**src/rtl/count_seq_monitor.sv**
```systemverilog
// Self-checking sink for a free-running counter bus: acquires lock on a +1
// sequence, then tracks and reports mismatches, wrap-arounds and stalls.
module count_seq_monitor #(
  parameter int WIDTH       = 4,
  parameter int LOCK_N      = 3,
  parameter int STALL_LIMIT = 8,
  parameter int CNT_W       = 8
) (
  input  logic             clk,
  input  logic             rst,
  input  logic             en,
  input  logic [WIDTH-1:0] cnt_in,
  output logic             locked,
  output logic             err_pulse,
  output logic [CNT_W-1:0] err_count,
  output logic [CNT_W-1:0] wrap_count,
  output logic             stall,
  output logic [WIDTH-1:0] expected
);

  typedef enum logic [1:0] {SYNC, ACQ, TRACK} state_t;

  localparam int RUN_W = $clog2(LOCK_N + 1);
  localparam logic [RUN_W-1:0] RUN_LAST  = RUN_W'(LOCK_N - 1);
  localparam logic [7:0]       REP_MAX   = 8'(STALL_LIMIT);
  localparam logic [7:0]       STALL_THR = 8'(STALL_LIMIT - 1);

  state_t             state_q, state_d;
  logic [RUN_W-1:0]   run_q, run_d;
  logic [7:0]         rep_q, rep_d;
  logic [WIDTH-1:0]   prev_q, prev_d;
  logic [WIDTH-1:0]   exp_q, exp_d;
  logic               err_pulse_q, err_pulse_d;
  logic               stall_q, stall_d;
  logic [CNT_W-1:0]   err_cnt_q, err_cnt_d;
  logic [CNT_W-1:0]   wrap_cnt_q, wrap_cnt_d;
  logic               match;

  assign match = (cnt_in == exp_q);

  always_comb begin
    state_d     = state_q;
    run_d       = run_q;
    rep_d       = rep_q;
    prev_d      = prev_q;
    exp_d       = exp_q;
    err_pulse_d = 1'b0;
    stall_d     = stall_q;
    err_cnt_d   = err_cnt_q;
    wrap_cnt_d  = wrap_cnt_q;
    if (en) begin
      exp_d  = cnt_in + 1'b1;
      prev_d = cnt_in;
      // No previous sample exists in SYNC, so the repeat run starts fresh.
      if (state_q == SYNC || cnt_in != prev_q) rep_d = '0;
      else if (rep_q < REP_MAX)                rep_d = rep_q + 1'b1;
      stall_d = (rep_d >= STALL_THR);
      unique case (state_q)
        SYNC: begin
          run_d   = '0;
          state_d = ACQ;
        end
        ACQ: begin
          if (!match)                run_d = '0;
          else if (run_q == RUN_LAST) begin
            run_d   = '0;
            state_d = TRACK;
          end else                   run_d = run_q + 1'b1;
        end
        TRACK: begin
          if (match) begin
            if (cnt_in == '0 && !(&wrap_cnt_q)) wrap_cnt_d = wrap_cnt_q + 1'b1;
          end else begin
            err_pulse_d = 1'b1;
            if (!(&err_cnt_q)) err_cnt_d = err_cnt_q + 1'b1;
            run_d   = '0;
            state_d = ACQ;
          end
        end
        default: state_d = SYNC;
      endcase
    end
  end

  always_ff @(posedge clk) begin
    if (rst) begin
      state_q     <= SYNC;
      run_q       <= '0;
      rep_q       <= '0;
      prev_q      <= '0;
      exp_q       <= '0;
      err_pulse_q <= 1'b0;
      stall_q     <= 1'b0;
      err_cnt_q   <= '0;
      wrap_cnt_q  <= '0;
    end else begin
      state_q     <= state_d;
      run_q       <= run_d;
      rep_q       <= rep_d;
      prev_q      <= prev_d;
      exp_q       <= exp_d;
      err_pulse_q <= err_pulse_d;
      stall_q     <= stall_d;
      err_cnt_q   <= err_cnt_d;
      wrap_cnt_q  <= wrap_cnt_d;
    end
  end

  assign locked     = (state_q == TRACK);
  assign err_pulse  = err_pulse_q;
  assign err_count  = err_cnt_q;
  assign wrap_count = wrap_cnt_q;
  assign stall      = stall_q;
  assign expected   = exp_q;

endmodule

```
**config.mk**
```make
export PLATFORM = sky130hd
export DESIGN_NAME = count_seq_monitor
export DESIGN_NICKNAME = d
export VERILOG_FILES = /design/src/rtl/count_seq_monitor.sv
export SDC_FILE = /design/constraint.sdc
export NUM_CORES = 1
export LEC_CHECK = 0
export CORE_MARGIN = 4
export CORE_UTILIZATION = 40
export CTS_CLUSTER_SIZE = 28
export DETAILED_ROUTE_END_ITERATION = 10
export GPL_ROUTABILITY_DRIVEN = 0
export PLACE_DENSITY_LB_ADDON = 0.1
export SYNTH_ARGS = -nofsm -noshare
export SYNTH_HDL_FRONTEND = slang
export SYNTH_SLANG_ARGS = --single-unit
export TNS_END_PERCENT = 50
```
**constraint.sdc**
```tcl
create_clock -name clk -period 2.1 [get_ports clk]
set_input_delay 0.21 -clock clk [delete_from_list [all_inputs] [get_ports clk]]
set_output_delay 0.21 -clock clk [all_outputs]
set_load 0.01 [all_outputs]
```
==> summary.txt, run 1 <==
Vias in the first global route: 1580
Most frequent cells in the layout: 38 x dfxtp_1, 29 x clkdlybuf4s50_1, 20 x buf_4
Final Util: 55.32%
Ys flop type: dfxtp_1
Leakage power: 0.8830 nW
Cells after Synth: 218
CTS tree: done
Largest net degree at the start of global routing: 42
Syn Nets: 230
RSZ-0062 raised after global routing: false
Site row count: 24
Syn_area_per_cell: 8.649 sq um
Final Skew: 0.005706 ns
# nets final: 275
# fillers: 420
Hpwl dp: 2.792 mm
Relative slew slack: 63.03%
Chip height: 76.66 um
Pwr Density: 576.0 nW/um^2
Core area: 4444 sq um
Mapped cell area: 1886 sq um
Clk root buf: clkbuf_8
Post-synth EDFFs: 0
WHS: 0.4754 ns
Total grt overflow: 0
Num Clock Sinks: 38
Clock Latency Late Sink: 0.29 ns
Final period utilization: 95.80%
Crit start category: input port
Async SR Flop Fraction: 0%
CTS Buffer Depth: 2
Post-DR wirelength/cell: 12.57 um
Worst setup path class: in -> reg
Commonest non-fill, non-tap cell in the layout: dfxtp_1
Peak VDD IR: 0.0003861 V
Worst Path Required: 2.28 ns
Crit end category: flop
Sequential element share of the synthesized area: 40.35%
Initial Util: 42.43%
Fin crit period: 2.012 ns
Number of buffers created by CTS: 5
Detailed Route WL: 3.971 mm
Area Overhead vs Synth: 30.39%
Layout Cells excl Fill: 316
Initial antenna violation count: 0
Max-cap violations: 0
Final hold vios: 0
Ant. Diodes: 0
Setup_tns: 0 ns
Area occupied by multi-input gates: 1044 sq um
Hold Crit Class: reg -> reg
Via count: 1667
Cell count after placement: 308
Worst slack, placed: -0.2617 ns
Final setup margin: 0.08824 ns
DR iter-0 viols: 69
Overall Power: 1.416 mW
Fmax: 497.1 MHz
I/O pin count: 30
Synth unique cells: 38
DRC violation count after routing: 0
# setup viols final: 0
Die area: 5876 sq um
Layout cells sized above 1: 14.02%
CTS H-tree lvls: 2
Total Routing Usage GR: 14.34%
Global-route wire length before repair: 6.969 mm
Max Slew Vio Count: 0
Port Buffers: 29
Via/cell ratio: 5.275
Placed cell areas: 2362 sq um
Crit path max fanout: 11
Worst Max-Slew Pin Slew: 0.5494 ns
Pre-antenna DRT Iters: 4
Reg area: 760.7 sq um
Routed Antenna Nets: 0
Run status: complete, no violations
Final design area excluding fillers: 2459 sq um
CTS Hold Bufs: 0
FF+latch count, synth: 38
Clock transition at the registers of the reported paths: 0.07 ns
Die Wd: 76.66 um
Synth warn: 0
WP data arrival: 2.19 ns
final timing paths:
check / from / end / slack, ns / depth (start not counted)
min reg2reg: rep_q[6] / rep_q[6] / 0.48 / 1
min: rep_q[6] / rep_q[6] / 0.48 / 1
max: cnt_in[3] / wrap_count[5] / 0.09 / 6
max reg2reg: expected[3] / wrap_count[5] / 0.11 / 5
cell type report:
cell class	count	share of cell area (%)
clock buffers	7	3.511
clock inverters	1	0.2036
inverters	10	1.527
multi-input cells	158	42.44
flip-flops and latches	38	30.94
well taps	52	2.646
repair buffers	50	18.73
cell families (layout without fill, tap and decap cells):
group / Yosys count / after routing / share of synthesized area (%)
AOI/OAI and AO/OA: 44 / 44 / 15.53
xor gates and xnor gates: 11 / 11 / 5.110
adders and majority gates: 5 / 5 / 3.318
buffers and inverters: 22 / 68 / 4.977
DFF: 38 / 38 / 40.35
muxes: 10 / 10 / 5.574
and+or+nand+nor: 88 / 88 / 25.15
synth_stat cells, drive strengths merged, types with 4 or more instances:
cell type / count / area, sq um
nor2: 18 / 67.56
mux2i: 6 / 60.06
o21ai: 4 / 20.02
nand2: 11 / 41.29
mux2: 4 / 45.04
clkbuf: 7 / 26.28
nor2b: 7 / 43.79
a211oi: 4 / 30.03
a31oi: 4 / 25.02
nand3: 14 / 70.07
nor3: 5 / 25.02
buf: 5 / 30.02
inv: 10 / 37.54
nor4: 6 / 37.54
nor3b: 5 / 37.54
o31ai: 8 / 60.06
or3: 4 / 25.02
or4: 8 / 60.06
xor2: 9 / 78.83
dfxtp: 38 / 760.7
a21oi: 12 / 60.06
ha: 5 / 62.56
sequential cells by signal, indices dropped and copies added (netlist names):
name	count
expected	4
rep_q	8
state_q	2
prev_q	4
err_count	8
run_q	2
err_pulse	1
wrap_count	8
stall	1
repair_timing:
item,in CTS,in global routing
setup buffers,0,0
endpoints found under the setup margin,0,2
gates resized for setup,0,1
critical path, cell delays in order:
cell and delay (ns):
clkdlybuf4s50_1 0.44, xor2_1 0.17, or4_1 0.52, buf_4 0.19
nor4_1 0.30, mux2_2 0.37
where the power goes:
part           switching (mW)  internal (mW)  total, mW  leakage (nW)
sequential             0.0123          0.733      0.746         0.308
clock                   0.250          0.265      0.514        0.0482
combinational          0.0777         0.0786      0.156         0.527
layer usage:
metal  up-vias  GRT usage, %  share of wire [%]
li1        888             -                  -
met1       749         18.35                 50
met2        24         22.58                 44
met3         6         3.981                3.9
met4         0         6.159                1.8
met5         -             0                  0
Power figures use the tool's default switching activity.
==> run 2, diff against run 1 <==
- DONT_BUFFER_PORTS: not set -> 1
==> run 2 against run 1 <==
Compared with the run above:
- global-route usage grew 0.19 points
- via count shrank 5.2%
- total power shrank 5.0%
- sequential share of layout area grew 5.5 points
- largest cell class unchanged
- design area shrank 15%
- fmax grew 4.6%
- first-iteration DRC count is the same
- flip-flop and latch count is the same
==> summary.txt, run 2 (synthesis gave the netlist of run 1 again) <==
RSZ-0062 raised after global routing: false
Final hold vios: 0
CTS tree: done
Clk root buf: clkbuf_8
Worst Max-Slew Pin Slew: 1.085 ns
Max Slew Vio Count: 0
Worst setup path class: reg -> reg
Most frequent cells in the layout: 38 x dfxtp_1, 18 x nor2_1, 14 x nand3_1
CTS Buffer Depth: 2
Number of buffers created by CTS: 5
Detailed Route WL: 4.261 mm
Pre-antenna DRT Iters: 4
Hold Crit Class: in -> reg
Commonest non-fill, non-tap cell in the layout: dfxtp_1
Num Clock Sinks: 38
Largest net degree at the start of global routing: 28
Port Buffers: 0
Crit start category: flop
Die Wd: 76.66 um
Core area: 4444 sq um
Initial Util: 42.43%
I/O pin count: 30
Clock Latency Late Sink: 0.28 ns
Global-route wire length before repair: 7.017 mm
Fin crit period: 1.923 ns
Setup_tns: 0 ns
Peak VDD IR: 0.0003575 V
Crit end category: flop
Max-cap violations: 0
DRC violation count after routing: 0
Run status: complete, no violations
Layout cells sized above 1: 12.00%
Chip height: 76.66 um
Crit path max fanout: 10
Ant. Diodes: 0
Hpwl dp: 2.864 mm
Post-DR wirelength/cell: 15.38 um
Routed Antenna Nets: 0
WP data arrival: 2.10 ns
WHS: 0.01952 ns
Pwr Density: 644.0 nW/um^2
Final period utilization: 91.59%
DR iter-0 viols: 69
Via/cell ratio: 5.708
Clock transition at the registers of the reported paths: 0.07 ns
Leakage power: 0.7352 nW
Total grt overflow: 0
Total Routing Usage GR: 14.53%
# setup viols final: 0
Initial antenna violation count: 0
Final design area excluding fillers: 2088 sq um
Post-CTS setup buffer count: 0
Worst Path Required: 2.27 ns
Relative slew slack: 27.42%
# nets final: 238
Fmax: 519.9 MHz
Placed cell areas: 1992 sq um
Site row count: 24
Area Overhead vs Synth: 10.75%
Vias in the first global route: 1500
Die area: 5876 sq um
Final Skew: 0.004094 ns
CTS H-tree lvls: 2
Via count: 1581
run 2: changes by cell type in the layout (fill, tap and decap cells not counted), sizes merged:
cell	change
clkdlybuf4s50	-29
dlygate4sd3	+1
clkbuf	-1
clkinv	-1
buf	-9
run 2: stage by stage:
step	setup WS (ns)	util [%]	std cells	total power, mW
floorplan	0.1718	-	218	0.8427
global placement	0.1089	44.82	270	0.8577
detailed placement	0.04269	44.82	270	0.8614
CTS	0.02725	46.90	277	1.361
global route	0.07733	46.99	277	1.400
finish	0.1766	46.99	277	1.345
run 2: layer usage:
metal	global-route usage, %	share of wire [%]	vias up
li1	-	-	807
met1	16.82	47	741
met2	24.60	46	28
met3	5.504	6.1	5
met4	4.891	0.94	0
met5	0	0	-
run 2: final timing paths:
path	from	end	slack [ns]	cells after the start
worst min-delay path	cnt_in[0]	expected[0]	0.02	1
worst max register to register	expected[3]	wrap_count[6]	0.18	4
worst min register to register	rep_q[5]	rep_q[5]	0.48	1
worst max-delay path	expected[3]	wrap_count[6]	0.18	4
run 2: critical path, stage by stage, from the launching register on:
cell	delay (ns)
dfxtp_1	0.32
xor2_1	0.17
or4_4	0.61
nor4_1	0.35
mux2_2	0.37
run 2: area by class of cell:
cell class / instances / area, sq um
sequential: 38 / 760.7
multi-input combinational: 158 / 1042
timing repair buffer: 13 / 100.1
clock buffer: 6 / 82.58
tap: 52 / 65.06
inverter: 10 / 37.54
fill: 447 / 2356
run 2: timing repair:
| item | CTS | global route |
|---|---|---|
| hold buffers | 1 | 0 |
| hold endpoints to repair | 27 | 0 |
| gates resized for setup | 0 | 1 |
| endpoints found under the setup margin | 0 | 4 |
run 2: report_power, final:
group	internal [mW]	total, mW	switching (mW)
Clock	0.253	0.489	0.236
Sequential	0.734	0.744	0.0103
Combinational	0.0515	0.112	0.0606
Total	1.04	1.34	0.307
==> run 3, diff against run 2 <==
- CAP_MARGIN: not set -> 10
==> results of run 3 <==
The final DEF is identical to that of run 2; final timing and power are the same.
